==> src/rtl/registrador_pipe.sv <==
// DEPTH-stage valid/ready pipeline register with per-stage valid bits.
// Empty stages fill even while the output stalls, so capacity is exactly DEPTH words.
module registrador_pipe #(
   parameter int                    DATA_WIDTH  = 32,
   parameter int                    DEPTH       = 4,
   parameter logic [DATA_WIDTH-1:0] RESET_VALUE = '0
) (
   input  logic                         clk_i,
   input  logic                         rst_i,
   input  logic                         clear_i,
   input  logic                         in_valid_i,
   output logic                         in_ready_o,
   input  logic [DATA_WIDTH-1:0]        data_i,
   output logic                         out_valid_o,
   input  logic                         out_ready_i,
   output logic [DATA_WIDTH-1:0]        data_o,
   output logic [$clog2(DEPTH+1)-1:0]   occupancy_o
);

   localparam int OCC_W = $clog2(DEPTH+1);

   logic [DEPTH-1:0]                 valid_q, valid_d;
   logic [DEPTH-1:0][DATA_WIDTH-1:0] data_q, data_d;
   logic [DEPTH-1:0]                 rdy;
   logic                             in_xfer;
   logic [OCC_W-1:0]                 occ;

   // A stage can load if it, or any stage downstream of it, is empty, or the sink takes a word.
   always_comb begin
      logic acc;
      acc = out_ready_i;
      for (int k = DEPTH-1; k >= 0; k--) begin
         acc    = acc || !valid_q[k];
         rdy[k] = acc;
      end
   end

   assign in_ready_o = rdy[0] && !clear_i;
   assign in_xfer    = in_valid_i && in_ready_o;

   always_comb begin
      valid_d = valid_q;
      data_d  = data_q;
      if (clear_i) begin
         valid_d = '0;
      end else begin
         if (rdy[0]) begin
            valid_d[0] = in_xfer;
            if (in_xfer) data_d[0] = data_i;
         end
         for (int k = 1; k < DEPTH; k++) begin
            if (rdy[k]) begin
               valid_d[k] = valid_q[k-1];
               if (valid_q[k-1]) data_d[k] = data_q[k-1];
            end
         end
      end
   end

   always_ff @(posedge clk_i or negedge rst_i) begin
      if (!rst_i) begin
         valid_q <= '0;
         for (int k = 0; k < DEPTH; k++) data_q[k] <= RESET_VALUE;
      end else begin
         valid_q <= valid_d;
         data_q  <= data_d;
      end
   end

   always_comb begin
      occ = '0;
      for (int k = 0; k < DEPTH; k++) occ = occ + OCC_W'(valid_q[k]);
   end

   assign occupancy_o = occ;
   assign out_valid_o = valid_q[DEPTH-1];
   assign data_o      = data_q[DEPTH-1];

endmodule
==> config.mk <==
export PLATFORM = sky130hd
export DESIGN_NAME = registrador_pipe
export DESIGN_NICKNAME = d
export VERILOG_FILES = /design/src/rtl/registrador_pipe.sv
export SDC_FILE = /design/constraint.sdc
export NUM_CORES = 1
export LEC_CHECK = 0
export ABC_AREA = 0
export BUFFER_PORTS_ARGS = -buffer_cell sky130_fd_sc_hd__clkbuf_2
export CAP_MARGIN = 30
export CELL_PAD_IN_SITES_DETAIL_PLACEMENT = 0
export CELL_PAD_IN_SITES_GLOBAL_PLACEMENT = 1
export CORE_UTILIZATION = 40
export DETAILED_ROUTE_END_ITERATION = 10
export GPL_TIMING_DRIVEN = 0
export PLACE_DENSITY_LB_ADDON = 0.1
export SLEW_MARGIN = 20
export SYNTH_ARGS = -nofsm -noshare
export SYNTH_HDL_FRONTEND = slang
export SYNTH_SLANG_ARGS = --single-unit
export TNS_END_PERCENT = 30
==> constraint.sdc <==
create_clock -name clk_i -period 4.3 [get_ports clk_i]
set_clock_uncertainty 0.2 [all_clocks]
set_input_delay 0.215 -clock clk_i [delete_from_list [all_inputs] [get_ports clk_i]]
set_output_delay 0.215 -clock clk_i [all_outputs]
set_load 0.01 [all_outputs]
==> metrics.md <==
| Metric | Value |
|---|---|
| N_diodes | `0` |
| Antenna-violating nets left | `0` |
| Largest net degree at the start of global routing | `79` |
| First DRT Iteration DRCs | `92` |
| Core ar. | `roughly 13000 µm²` |
| Cell taking the most area after synthesis | `dfrtp_1` |
| Root Driver | `clkbuf_16` |
| Initial antenna violation count | `0` |
| Async set or reset register ratio after synthesis | `100%` |
| Clock sink count | `around 130` |
| Worst path cell trace | `inv_1 -> fa_1 -> inv_1 -> ha_1 -> ha_1 -> clkbuf_2` |
| Worst slew margin | `63.9%` |
| RR Endpoint | `data_q[9]` |
| Slowest-stage cell, CP | `fa_1` |
| # IOs | `74` |
| Vias per cell | `between 4 and 5` |
| Clock power share | `39.0%` |
| Hold slack final | `~0.031 ns` |
| Internal power | `0.00335 W` |
| CTS tree | `done` |
| Sw frac | `between 20% and 30%` |
| Worst-path clk slew | `~0.060 ns` |
| Num CTS Buffers | `17` |
| Crit Path Max Fanout | `5` |
| Total Wirelength | `8900 µm` |
| WP data arrival | `2.06 ns` |
| VDD IR-drop max | `approximately 0.00029 V` |
| Pwr dens | `just over 600 nW/µm²` |
| Gpl congestion | `~0.72` |
| Synth top cells by count | `dfrtp_1, mux2_2, buf_4` |
| WS Path Type | `register to output port` |
| End point of the critical path | `occupancy_o[1]` |
| Via count | `between 2000 and 3000` |
| RSZ-0062 raised after global routing | `false` |
| Hold path depth | `5` |
| Final hold vios | `0` |
| P&R area growth vs syn | `30.9%` |
| Post-Syn Nets | `about 370` |
| R2R setup slack | `~2.1 ns` |
| Flop pwr share | `between 40% and 50%` |
| Synth Flop Type | `dfrtp_1` |
| IO Port Bufs | `72` |
| Synth Instances | `331` |
| Final worst-path setup slack | `1.82 ns` |
| Initial Utilization | `a little over 40%` |
| Sequential cell area fraction in the yosys report | `around 61%` |
| Setup Viol. Count Final | `0` |
| Crit Reg-Reg Startpoint | `valid_q[2]` |
| H-Tree Level Count | `4` |
| Post-DP HPWL | `between 5000 and 6000 µm` |
| Pleak | `3.45 nW` |
| Initial DRT Pass Iterations | `4` |
| Setup WS pre-CTS | `between 2 and 2.5 ns` |
| Die area | `about 14000 µm²` |
| Setup crit start | `valid_q[0]` |
| Fmax | `403 MHz` |
| Period minus WS final | `2.48 ns` |
| Worst Setup End Kind | `output port` |
| Grt ovf | `0` |
| Combinational power share | `19.6%` |
| Final #Nets | `about 500` |
| Yosys Warn Count | `0` |
| Max incr delay on CP | `0.51 ns` |
| R2r worst-path depth | `4` |
| Worst-Margin Slew | `roughly 0.54 ns` |
| Top-count cell post-synth | `dfrtp_1` |
| Clock buffer depth | `2` |
| Hold WC Path Type | `primary input to register` |
| Final instance area | `between 7000 and 8000 µm²` |
| Drt wl/cell | `roughly 14 µm` |
| Cell variety after synth | `20` |
| EDFF count, synth | `0` |
| Max-cap violations | `0` |
| Slew Limit Fails | `0` |
| Req. time, crit path | `3.88 ns` |
| Post-detailed-route DRC marker count | `0` |
| Setup TNS | `0 ns` |
| Psw | `roughly 0.001 W` |
| Vias in the first global route | `2965` |
| Num rows | `42` |
| Total track usage | `14.5%` |
| Synth area leaders | `dfrtp_1, mux2_2, mux2_4` |
| Final period utilization | `about 58%` |
| Seq cells post-synth | `about 130` |
| Die Wd | `between 100 and 150 µm` |
| Die Ht | `118 µm` |
| Post-Syn Area | `about 5400 µm²` |
| Outcome | `completed` |
| First-pass GRT wire length | `~15000 µm` |
| Mean Syn Cell Area | `16.3 µm²` |
| Area share of the leading cell type in the synthesized netlist | `between 60% and 70%` |
| Skew-Pair Late Insertion Delay | `around 0.4 ns` |
| Area after DPL | `roughly 6000 µm²` |
| Layout cells sized above 1 | `around 59%` |
| Crit start category | `register` |
worst max-delay path: cells and delay by family, from the launching register on:
family	cells	cell delay, ns
buf+inv	3	0.28
flops	1	0.42
fa+ha+maj	3	0.96
kinds of logic (layout without fill, tap and decap cells):
logic type / Yosys count / after routing / share of synthesized area, %
compound gates: 7 / 7 / 1.02
fa+ha+maj: 3 / 3 / 0.833
buf+inv: 53 / 194 / 7.43
flops: 132 / 132 / 61.1
mux: 128 / 128 / 28.7
simple gates: 8 / 8 / 0.880
power by group through the flow:
stage | Combinational, W | Clock, W | Sequential (W)
detailed placement | 0.000838 | 0 | 0.00181
CTS | 0.000866 | 0.00173 | 0.00179
global route | 0.000923 | 0.00178 | 0.00184
finish | 0.000849 | 0.00169 | 0.00179
floorplan | 0.000637 | 0 | 0.00176
global placement | 0.000813 | 0 | 0.00180
how the worst min path moves through the flow:
| stage | start | end | slack [ns] |
|---|---|---|---|
| global route | out_ready_i | valid_q[3] | 0.08 |
| detailed placement | rst_i | data_o[8] | 0.01 |
| floorplan | rst_i | data_o[0] | -0.28 |
| CTS | out_ready_i | valid_q[3] | 0.01 |
| finish | out_ready_i | valid_q[3] | 0.03 |
| global placement | data_i[25] | data_q[25] | 0.25 |
area by class of cell:
class,count,area (µm²)
Fill cell,1139,6110
Sequential cell,132,3300
Multi-Input combinational cell,146,1700
Timing Repair Buffer,109,757
Clock buffer,18,439
Buffer,47,379
Clock inverter,14,256
Tap cell,176,220
Inverter,6,22.5
registers in the layout, summed over array words and instances, names as in the netlist:
signal	count
data_q	96
data_o	32
valid_q	4
timing repair:
item                                   in CTS  in global routing
setup buffers                               0                  0
hold buffers                               36                  0
gates resized for setup                     0                  0
endpoints found under the hold margin      90                  0
cells in the final DEF, fill, tap and decap left out:
master / n
ha_1: 2
a311oi_2: 1
inv_1: 6
nor2b_4: 1
clkinvlp_4: 3
clkbuf_16: 17
buf_16: 1
nor2_1: 5
fa_1: 1
mux2_4: 30
dfrtp_1: 132
clkinv_2: 3
mux2_2: 96
clkinv_4: 1
clkbuf_2: 71
a31oi_1: 2
a211o_1: 2
clkbuf_1: 1
a21oi_1: 2
clkbuf_8: 2
buf_6: 2
and2_1: 1
or3b_1: 1
bufinv_16: 7
buf_12: 3
buf_4: 35
dlygate4sd3_1: 36
mux2_1: 2
buf_2: 6
per-layer routing:
metal	global-route usage, %	vias to the layer above	share of wire [%]
met1	18.9	1469	47
met3	4.44	12	3.6
met4	6.97	0	2.1
li1	-	1385	-
met2	22.1	55	48
met5	0	-	0
stage by stage:
| stage | power, W | util, % | std cells |
|---|---|---|---|
| floorplan | 0.00239 | - | 331 |
| CTS | 0.00439 | 53.7 | 648 |
| finish | 0.00432 | 53.7 | 648 |
| global route | 0.00455 | 53.7 | 648 |
| detailed placement | 0.00265 | 45.7 | 580 |
| global placement | 0.00261 | 45.4 | 579 |
(Power assumes the default switching activity.)
